**src/rtl/robo_tube_world_if.sv**
```systemverilog
// rtl/robo_tube_world_if.sv - controller/map-loader bundle for the robot tube world
interface robo_tube_world_if;
    logic       front;
    logic       turn;
    logic       remove;
    logic       map_we;
    logic [5:0] map_addr;
    logic [1:0] map_data;
    logic       start;
    logic       head;
    logic       left;
    logic       under;
    logic       barrier;
    logic       err;
    logic       done;
    logic [7:0] moves;
    logic [5:0] trash_cnt;

    modport master (
        output front, turn, remove, map_we, map_addr, map_data, start,
        input  head, left, under, barrier, err, done, moves, trash_cnt
    );

    modport slave (
        input  front, turn, remove, map_we, map_addr, map_data, start,
        output head, left, under, barrier, err, done, moves, trash_cnt
    );
endinterface

```
**src/rtl/robo_tube_world.sv**
```systemverilog
// rtl/robo_tube_world.sv - 8x8 pipe world with a robot cleaning trash cells
// Optional macro ROBO_WORLD_ERRCHK_EN enables illegal-command detection on err.
module robo_tube_world #(
    parameter logic [3:0] REMOVE_LEN = 4'd3,
    parameter logic [2:0] START_X    = 3'd0,
    parameter logic [2:0] START_Y    = 3'd0,
    parameter logic [1:0] START_DIR  = 2'd1,
    parameter logic [2:0] EXIT_X     = 3'd7,
    parameter logic [2:0] EXIT_Y     = 3'd7
) (
    input  logic               clock,
    input  logic               reset,
    robo_tube_world_if.slave   bus
);

    typedef enum logic [1:0] {S_LOAD, S_RUN, S_DONE} state_t;

    state_t     state;
    state_t     state_nx;
    logic [2:0] pos_x;
    logic [2:0] pos_y;
    logic [1:0] dir;
    logic [1:0] cells [64];
    logic [3:0] rm_cnt;
    logic [7:0] moves_q;
    logic [5:0] trash_q;
    logic       err_q;

    // Returns {outside, y, x} of the neighbour in direction d.
    function automatic logic [6:0] neighbor(input logic [2:0] x, input logic [2:0] y,
                                            input logic [1:0] d);
        logic       out;
        logic [2:0] nx;
        logic [2:0] ny;
        out = 1'b0;
        nx  = x;
        ny  = y;
        case (d)
            2'd0: begin out = (y == 3'd0); ny = y - 3'd1; end
            2'd1: begin out = (x == 3'd7); nx = x + 3'd1; end
            2'd2: begin out = (y == 3'd7); ny = y + 3'd1; end
            default: begin out = (x == 3'd0); nx = x - 3'd1; end
        endcase
        return {out, ny, nx};
    endfunction

    logic [6:0] front_nb;
    logic [6:0] left_nb;
    logic [1:0] front_cell;
    logic [1:0] left_cell;
    logic       front_free;
    logic       active;
    logic       do_move;
    logic       do_turn;
    logic       do_rm;
    logic       rm_done;
    logic       cmd_err;

    assign front_nb   = neighbor(pos_x, pos_y, dir);
    assign left_nb    = neighbor(pos_x, pos_y, dir - 2'd1);
    assign front_cell = front_nb[6] ? 2'b01 : cells[front_nb[5:0]];
    assign left_cell  = left_nb[6]  ? 2'b01 : cells[left_nb[5:0]];
    assign front_free = (front_cell == 2'b00);

    assign bus.head    = front_cell[0];
    assign bus.barrier = (front_cell == 2'b10);
    assign bus.left    = left_cell[0];
    assign bus.under   = (pos_x == EXIT_X) && (pos_y == EXIT_Y);

    // Commands are only executed in RUN while the robot is not yet on the exit.
    assign active = (state == S_RUN) && !bus.under;

`ifdef ROBO_WORLD_ERRCHK_EN
    logic [1:0] n_cmd;
    logic       single;
    assign n_cmd   = {1'b0, bus.front} + {1'b0, bus.turn} + {1'b0, bus.remove};
    assign single  = (n_cmd == 2'd1);
    assign do_turn = active && single && bus.turn;
    assign do_move = active && single && bus.front && front_free;
    assign do_rm   = active && single && bus.remove && bus.barrier;
    assign cmd_err = active && ((n_cmd > 2'd1) ||
                                (single && bus.front && !front_free) ||
                                (single && bus.remove && !bus.barrier));
`else
    assign do_rm   = active && bus.remove && bus.barrier;
    assign do_turn = active && !bus.remove && bus.turn;
    assign do_move = active && !bus.remove && !bus.turn && bus.front && front_free;
    assign cmd_err = 1'b0;
`endif

    assign rm_done = do_rm && ((rm_cnt + 4'd1) == REMOVE_LEN);

    always_ff @(posedge clock or posedge reset) begin
        if (reset) state <= S_LOAD;
        else       state <= state_nx;
    end

    always_comb begin
        state_nx = state;
        case (state)
            S_LOAD:  if (bus.start) state_nx = S_RUN;
            S_RUN:   if (bus.under) state_nx = S_DONE;
            default: state_nx = S_DONE;
        endcase
    end

    always_comb begin
        bus.done = (state == S_DONE);
    end

    always_ff @(posedge clock or posedge reset) begin
        if (reset) begin
            pos_x   <= START_X;
            pos_y   <= START_Y;
            dir     <= START_DIR;
            rm_cnt  <= 4'd0;
            moves_q <= 8'd0;
            trash_q <= 6'd0;
            err_q   <= 1'b0;
            for (int i = 0; i < 64; i++) cells[i] <= 2'b00;
        end else begin
            err_q <= cmd_err;
            if ((state == S_LOAD) && bus.map_we)
                cells[bus.map_addr] <= bus.map_data;
            if (do_move) begin
                pos_x <= front_nb[2:0];
                pos_y <= front_nb[5:3];
                if (moves_q != 8'd255) moves_q <= moves_q + 8'd1;
            end
            if (do_turn) dir <= dir + 2'd1;
            if (rm_done) begin
                rm_cnt                <= 4'd0;
                cells[front_nb[5:0]]  <= 2'b00;
                if (trash_q != 6'd63) trash_q <= trash_q + 6'd1;
            end else if (do_rm) begin
                rm_cnt <= rm_cnt + 4'd1;
            end else begin
                rm_cnt <= 4'd0;
            end
        end
    end

    assign bus.err       = err_q;
    assign bus.moves     = moves_q;
    assign bus.trash_cnt = trash_q;

endmodule
```
**src/flat_wrapper.sv**
```systemverilog
// flat-port wrapper written by rule: the top's interface ports become plain ports
module robo_tube_world_flat 
#(
    parameter logic [3:0] REMOVE_LEN = 4'd3,
    parameter logic [2:0] START_X    = 3'd0,
    parameter logic [2:0] START_Y    = 3'd0,
    parameter logic [1:0] START_DIR  = 2'd1,
    parameter logic [2:0] EXIT_X     = 3'd7,
    parameter logic [2:0] EXIT_Y     = 3'd7
)
  (clock, reset, bus_front, bus_turn, bus_remove, bus_map_we, bus_map_addr, bus_map_data, bus_start, bus_head, bus_left, bus_under, bus_barrier, bus_err, bus_done, bus_moves, bus_trash_cnt);
  robo_tube_world_if bus_i ();
  input  logic clock;
  input  logic reset;
  input wire logic [$bits(bus_i.front)-1:0] bus_front;
  input wire logic [$bits(bus_i.turn)-1:0] bus_turn;
  input wire logic [$bits(bus_i.remove)-1:0] bus_remove;
  input wire logic [$bits(bus_i.map_we)-1:0] bus_map_we;
  input wire logic [$bits(bus_i.map_addr)-1:0] bus_map_addr;
  input wire logic [$bits(bus_i.map_data)-1:0] bus_map_data;
  input wire logic [$bits(bus_i.start)-1:0] bus_start;
  output wire logic [$bits(bus_i.head)-1:0] bus_head;
  output wire logic [$bits(bus_i.left)-1:0] bus_left;
  output wire logic [$bits(bus_i.under)-1:0] bus_under;
  output wire logic [$bits(bus_i.barrier)-1:0] bus_barrier;
  output wire logic [$bits(bus_i.err)-1:0] bus_err;
  output wire logic [$bits(bus_i.done)-1:0] bus_done;
  output wire logic [$bits(bus_i.moves)-1:0] bus_moves;
  output wire logic [$bits(bus_i.trash_cnt)-1:0] bus_trash_cnt;
  assign bus_i.front = bus_front;
  assign bus_i.turn = bus_turn;
  assign bus_i.remove = bus_remove;
  assign bus_i.map_we = bus_map_we;
  assign bus_i.map_addr = bus_map_addr;
  assign bus_i.map_data = bus_map_data;
  assign bus_i.start = bus_start;
  assign bus_head = bus_i.head;
  assign bus_left = bus_i.left;
  assign bus_under = bus_i.under;
  assign bus_barrier = bus_i.barrier;
  assign bus_err = bus_i.err;
  assign bus_done = bus_i.done;
  assign bus_moves = bus_i.moves;
  assign bus_trash_cnt = bus_i.trash_cnt;
  robo_tube_world #(.REMOVE_LEN(REMOVE_LEN), .START_X(START_X), .START_Y(START_Y), .START_DIR(START_DIR), .EXIT_X(EXIT_X), .EXIT_Y(EXIT_Y)) u_core (.clock(clock), .reset(reset), .bus(bus_i));
endmodule
```
**config.mk**
```make
export PLATFORM = sky130hd
export DESIGN_NAME = robo_tube_world_flat
export DESIGN_NICKNAME = d
export VERILOG_FILES = /design/src/rtl/robo_tube_world_if.sv /design/src/rtl/robo_tube_world.sv /design/src/flat_wrapper.sv
export SDC_FILE = /design/constraint.sdc
export NUM_CORES = 1
export LEC_CHECK = 0
export ABC_AREA = 1
export CORE_ASPECT_RATIO = 0.7
export CORE_UTILIZATION = 55
export DETAILED_ROUTE_END_ITERATION = 8
export GPL_ROUTABILITY_DRIVEN = 0
export PLACE_DENSITY = 0.76
export SLEW_MARGIN = 10
export SYNTH_ARGS = -nofsm -noshare
export SYNTH_HDL_FRONTEND = slang
export SYNTH_SLANG_ARGS = --single-unit
```
**constraint.sdc**
```tcl
create_clock -name clock -period 5.5 [get_ports clock]
set_input_delay 0.825 -clock clock [delete_from_list [all_inputs] [get_ports clock]]
set_output_delay 0.825 -clock clock [all_outputs]
set_load 0.05 [all_outputs]
```
# Word level (Yosys, flattened, before mapping)
# Index checks and enable logic that the tools add are counted.
[classes] n_addsub=9 eq_ne=14 div_mod_pow=0 n_mul=0 magnitude_cmp=5 bitwise=5 n_shift=0 n_mux=26 reduce_logical=27
[ops] operator="two-way mux 128 bit" n=2
[ops] operator="bitwise AND 128 bit" n=1
[ops] operator="bitwise mux 128 bit" n=1
[ops] operator="inverter 128 bit" n=1
[ops] operator="binary-select mux 2 bit (select 6 bit)" n=2
[ops] operator="demux 2 bit (select 6 bit)" n=2
[ops] operator="one-hot mux 3 bit (2 select lines)" n=4
[ops] operator=">= comparator 7 bit (second input constant)" n=3
[ops] operator="inverter 6 -> 7 bit" n=3
[ops] operator="less-than comparator 7 x 1 -> 1 bit (second input constant)" n=2
[ops] operator="two-way mux 2 bit" n=7
[ops] operator="logical AND 1 bit" n=13
[ops] operator="adder 8 x 1 -> 8 bit (second input constant)" n=1
[ops] operator="equality test 2 bit (second input constant)" n=4
[ops] operator="zero test 2 bit" n=4
[ops] operator="two-way mux 4 bit" n=2
[ops] operator="!= test 8 bit (second input constant)" n=1
[ops] operator="adder 3 x 1 -> 3 bit (second input constant)" n=2
[ops] operator="adder 6 x 1 -> 6 bit (second input constant)" n=1
[ops] operator="equality test 2 x 1 -> 1 bit (second input constant)" n=3
[ops] operator="equality test 3 bit (second input constant)" n=2
[ops] operator="zero test 3 bit" n=2
[ops] operator="!= test 6 bit (second input constant)" n=1
[ops] operator="one-hot mux 1 bit (3 select lines)" n=2
[ops] operator="12 further kinds" n=20
[word_totals] mem_count=0 ff_bits=156 latch_bits=0 rom_bits=0 ramBits=0

# Logic depth before layout (Yosys ltp)
[logic_depth] word_depth=12 depth_mapped=24 mapped_depth_nobuf=22

# Worst setup path after synthesis
# Ideal clock, no wire load.
[synth_timing] path_type="reg-to-output" startpoint="register u_core.dir[0]" endpoint="output bus_barrier" stages_incl_launch_ff=17 arrival_ns=3.447 n_path_buf=2 path_slack_ns=1.228 required_time_ns=4.675 cell_sequence="dfstp_2 > inv_1 > ha_1 > nor2_4 > nand2_1 > nand2_1 > buf_4 > buf_2 > o21ai_0 > nand2_1 > nand2_1 > nand2_1 > nand2_1 > nand2_1 > nand2_1 > nand3b_1 > nor2_1"
[synth_via] elab_chain_len=9 word_cells_on_any_way=13 cone_classes="eq/ne: 3; mux: 7; bitwise: 1; reduce/logical: 2"
[synth_lines] item="start, declared" line_no="robo_tube_world.sv:22" rtl="logic [1:0] dir;"
[synth_lines] item="start signal, assigned" line_no="robo_tube_world.sv:130" rtl="if (do_turn) dir <= dir + 2'd1;"
[synth_lines] item="equality test 2 bit / zero test 2 bit (equally long branches)" line_no="robo_tube_world.sv:38" rtl="case (d)"
[synth_lines] item="OR reduction 2 bit (no source line)"
[synth_lines] item="one-hot mux 3 bit (2 select lines)" line_no="robo_tube_world.sv:38"
[synth_lines] item="inverter 6 -> 7 bit (not written as such)" line_no="robo_tube_world.sv:61" rtl="assign front_cell = front_nb[6] ? 2'b01 : cells[front_nb[5:0]];"
[synth_lines] item="binary-select mux 2 bit (select 6 bit)" line_no="robo_tube_world.sv:61"
[synth_lines] item="two-way mux 2 bit (not written as such) (2 in a row)" line_no="robo_tube_world.sv:61"
[synth_lines] item="two-way mux 2 bit *" line_no="robo_tube_world.sv:61"
[synth_lines] item="net bus_head" line_no="flat_wrapper.sv:22" rtl="output wire logic [$bits(bus_i.head)-1:0] bus_head;"
[synth_lines] item="equality test 2 bit *" line_no="robo_tube_world.sv:66" rtl="assign bus.barrier = (front_cell == 2'b10);"
[synth_lines] item="end, declared" line_no="flat_wrapper.sv:25" rtl="output wire logic [$bits(bus_i.barrier)-1:0] bus_barrier;"
# The timed path passes the listed nets; every way through them passes the cells marked *. The select of a mux whose other input is x is not followed.

# Worst setup path in the final report
[layout_timing] startpoint="register u_core.dir[0]" endpoint="output bus_left"
[layout_via] elab_chain_len=9 word_cells_on_any_way=13 cone_classes="add/sub: 1; eq/ne: 2; mux: 7; bitwise: 1; reduce/logical: 2"
[layout_lines] item="subtractor 2 x 1 -> 2 bit *" line_no="robo_tube_world.sv:60" rtl="assign left_nb = neighbor(pos_x, pos_y, dir - 2'd1);"
[layout_lines] item="equality test 2 bit / zero test 2 bit (equally long branches)" line_no="robo_tube_world.sv:38"
[layout_lines] item="OR reduction 2 bit (no source line)"
[layout_lines] item="one-hot mux 3 bit (2 select lines)" line_no="robo_tube_world.sv:38"
[layout_lines] item="inverter 6 -> 7 bit (not written as such)" line_no="robo_tube_world.sv:62" rtl="assign left_cell = left_nb[6] ? 2'b01 : cells[left_nb[5:0]];"
[layout_lines] item="binary-select mux 2 bit (select 6 bit)" line_no="robo_tube_world.sv:62"
[layout_lines] item="two-way mux 1 bit (not written as such) (2 in a row)" line_no="robo_tube_world.sv:62"
[layout_lines] item="two-way mux 1 bit *" line_no="robo_tube_world.sv:62"
[layout_lines] item="end, declared" line_no="flat_wrapper.sv:23" rtl="output wire logic [$bits(bus_i.left)-1:0] bus_left;"
# Mark *: on every way between the ends. The rest lies on a longest branch, timed or not. The select of a mux whose other input is x is not followed.

==> flow_metrics.env <==
export IMPL_skew_ps=16.9
export IMPL_drive_gt1_share_pct=5.31
export IMPL_drtIter0Drc=1527
export IMPL_clock_sinks=156
export IMPL_post_place_ws_ps=811
export IMPL_numCtsBuffers=17
export IMPL_ys_warn_count=0
export IMPL_die_h_um=117
export IMPL_hpwl_um=20900
export IMPL_synthCells=1564
export IMPL_dpl_cell_area_um2=10900
export IMPL_drv_cap=0
export IMPL_nFillCells=1634
export IMPL_slew_headroom_pct=7.88
export IMPL_io_buffers=33
export IMPL_drc_errors=0
export IMPL_layout_min_cycle_time_ps=4900
export IMPL_worst_pin_slew_ps=1380
export IMPL_syn_area_um2=10300
export IMPL_drv_slew=0
export IMPL_ant_nets=0
export IMPL_grt_first_pass_wirelength_um=51800
export IMPL_fin_crit_sh_pct=89.2
export IMPL_final_area_um2=11500
export IMPL_timing_reg2reg_setup_slack_ps=1290
export IMPL_setup_tns_ps=0
export IMPL_postCtsHoldBufs=0
export IMPL_fin_cells=1817
export IMPL_leakage_nw=5.44
export IMPL_overflow=0
export IMPL_startpoint="u_core.dir[0]"
export IMPL_r2r_end="u_core.bus.moves[7]"
export IMPL_cp_max_fo=9
export IMPL_synth_top_area_share_pct=37.6
export IMPL_num_antenna_cells=0
export IMPL_synthDistinctLibCells=38
export IMPL_drt_wirelength_per_cell_um=18.2
export IMPL_endpoint_kind="output port"
export IMPL_place_inst=1785
export IMPL_cts_tree="done"
export IMPL_area_growth_syn_to_layout_pct=11.4
export IMPL_viasPerCell=5.86
export IMPL_synth_area_per_cell_um2=6.59
export IMPL_finalHoldWorstSlack_ps=489
export IMPL_crit_type="reg2out"
export IMPL_powerDensity_nw_per_um2=532
export IMPL_min_from="u_core.cells[40]"
export IMPL_die_w_um=166
export IMPL_h_tree_depth=4
export IMPL_hold_viol=0
export IMPL_fin_nets=1601
export IMPL_wl_um=33100
export IMPL_io_pins=35
export IMPL_start_kind="flip-flop"
export IMPL_max_freq_mhz=204
export IMPL_antenna_found_initial=0
export IMPL_die_area_um2=19300
export IMPL_first_pass_iters=8
export IMPL_netlist_top_cell_by_area="dfrtp_1"
export IMPL_root_buffer="clkbuf_16"
export IMPL_setup_violations=0
export IMPL_synth_seq_cells=156
export IMPL_hold_class="reg2reg"
export IMPL_clk_latency_ps=440
export IMPL_synth_nets=1597
export IMPL_path_clk_slew_ps=70
export IMPL_rows=41
export IMPL_grt_usage_pct=34.8
export IMPL_cp_endpoint="bus_left"
export IMPL_rr_worst_depth=15
export IMPL_grt_max_degree=100
export IMPL_setup_slack_ps=596
export IMPL_grt_pass1_vias=9482
export IMPL_cts_buffer_depth=2
export IMPL_r2r_start="u_core.dir[0]"
export IMPL_crit_arrival_ps=4080
export IMPL_critPathRequiredTime_ps=4680
export IMPL_rsz0062_at_grt="no"
export IMPL_vdd_drop_max_mv=0.445
export IMPL_num_vias=10645
export IMPL_core_area_um2=18200
export IMPL_start_util_pct=56.8
export IMPL_status="completed"
export IMPL_seq_area_frac_synth_pct=37.9
export IMPL_synth_area_leaders="dfrtp_1 (38%), nand2_1 (27%), o21ai_0 (8.1%), nand4_1 (4.5%), inv_1 (3.9%)"
==> metal layers <==
layer,vias up,share of wire (%),track usage (%)
met5,-,0,0
met4,0,2.1,11.0
met3,62,12,8.10
met2,636,43,54.9
met1,4851,43,47.9
li1,5096,-,-
==> how the worst min path moves through the flow <==
stage | endpoint | depth (start not counted) | slack (ps)
4_1_cts | u_core.cells[40] | 2 | 490
6_report | u_core.cells[40] | 2 | 490
3_3_place_gp | u_core.cells[36] | 2 | 470
5_1_grt | u_core.cells[36] | 2 | 510
2_1_floorplan | u_core.cells[32] | 2 | 450
3_5_place_dp | u_core.cells[40] | 2 | 470
==> where the power goes <==
group / internal (W) / switching (W) / total, W
sequential: 0.00128 / 0.000123 / 0.00140
combinational: 0.000930 / 0.00252 / 0.00345
clock: 0.000741 / 0.000509 / 0.00125
total: 0.00295 / 0.00316 / 0.00611
==> sequential cells by signal (all words and copies together), names as in the netlist <==
name / cells
u_core.bus.moves: 8
u_core.cells: 128
u_core.dir: 2
u_core.rm_cnt: 4
u_core.bus.trash_cnt: 6
u_core.state: 2
u_core.pos_y: 3
u_core.pos_x: 3
==> cell usage in the layout, fill, tap and decap left out, drive strengths merged <==
cell type        n
xnor2            6
a21oi            8
xor2            12
o221ai           1
conb             1
o21ai          178
mux2             6
bufinv           3
nand2          740
a22oi            1
inv            111
nand4           74
nand3b          16
clkinv           9
a21boi           1
buf             26
nor3b            1
nor3            17
dfrtp          155
ha              18
clkbuf          19
nor2            51
dfstp            1
nand3           60
o211ai          33
clkdlybuf4s50   31
a221oi           1
nor4             1
==> cells in the mapped netlist, drive strengths merged <==
library cell and n:
a21boi 1, inv 108, o21ai 178, nand3b 16
dfrtp 155, dfstp 1, a22oi 1, o221ai 1
clkinv 2, nand4 74, nand3 60, nor3 17
buf 26, nor4 1, conb 1, xor2 12
mux2 6, a21oi 8, nand2 740, clkbuf 46
o211ai 33, nor3b 1, xnor2 6, ha 18
nor2 51, a221oi 1
==> repair_timing <==
item,CTS,global route
resized for setup,0,1
endpoints found under the setup margin,0,1
buffers inserted,0,0
==> worst max-delay path, stage by stage (launching register included) <==
cell             delay, ps
dfstp_2                430
inv_1                  150
ha_1                   370
inv_2                  120
o21ai_2                550
inv_1                  420
o211ai_1               250
nand3_1                150
nand3_1                130
a21oi_1                 70
a21oi_1                130
nand2_1                130
clkdlybuf4s50_1        720
==> layout make-up <==
class | instances | area [µm²] | share of cell area [%]
well taps | 236 | 295 | 2.57
multi-input cells | 1226 | 5720 | 49.8
inverters | 110 | 418 | 3.64
flip-flops and latches | 156 | 3910 | 34.0
clock buffers | 19 | 453 | 3.95
clock inverters | 13 | 163 | 1.42
repair buffers | 57 | 531 | 4.62
==> stage by stage <==
step / util [%] / power [W]
finish: 63.2 / 0.00611
global route: 63.2 / 0.00641
CTS: 63.2 / 0.00596
detailed placement: 59.8 / 0.00471
global placement: 59.8 / 0.00467
floorplan: - / 0.00362
==> kinds of logic after synthesis <==
group,synth area share [%]
other cells,0.0364
buf+inv,6.97
simple gates,38.9
compound gates,11.8
xor+xnor,1.60
fa+ha+maj,2.19
flops,37.9
mux,0.655
Power figures use the tool's default switching activity.
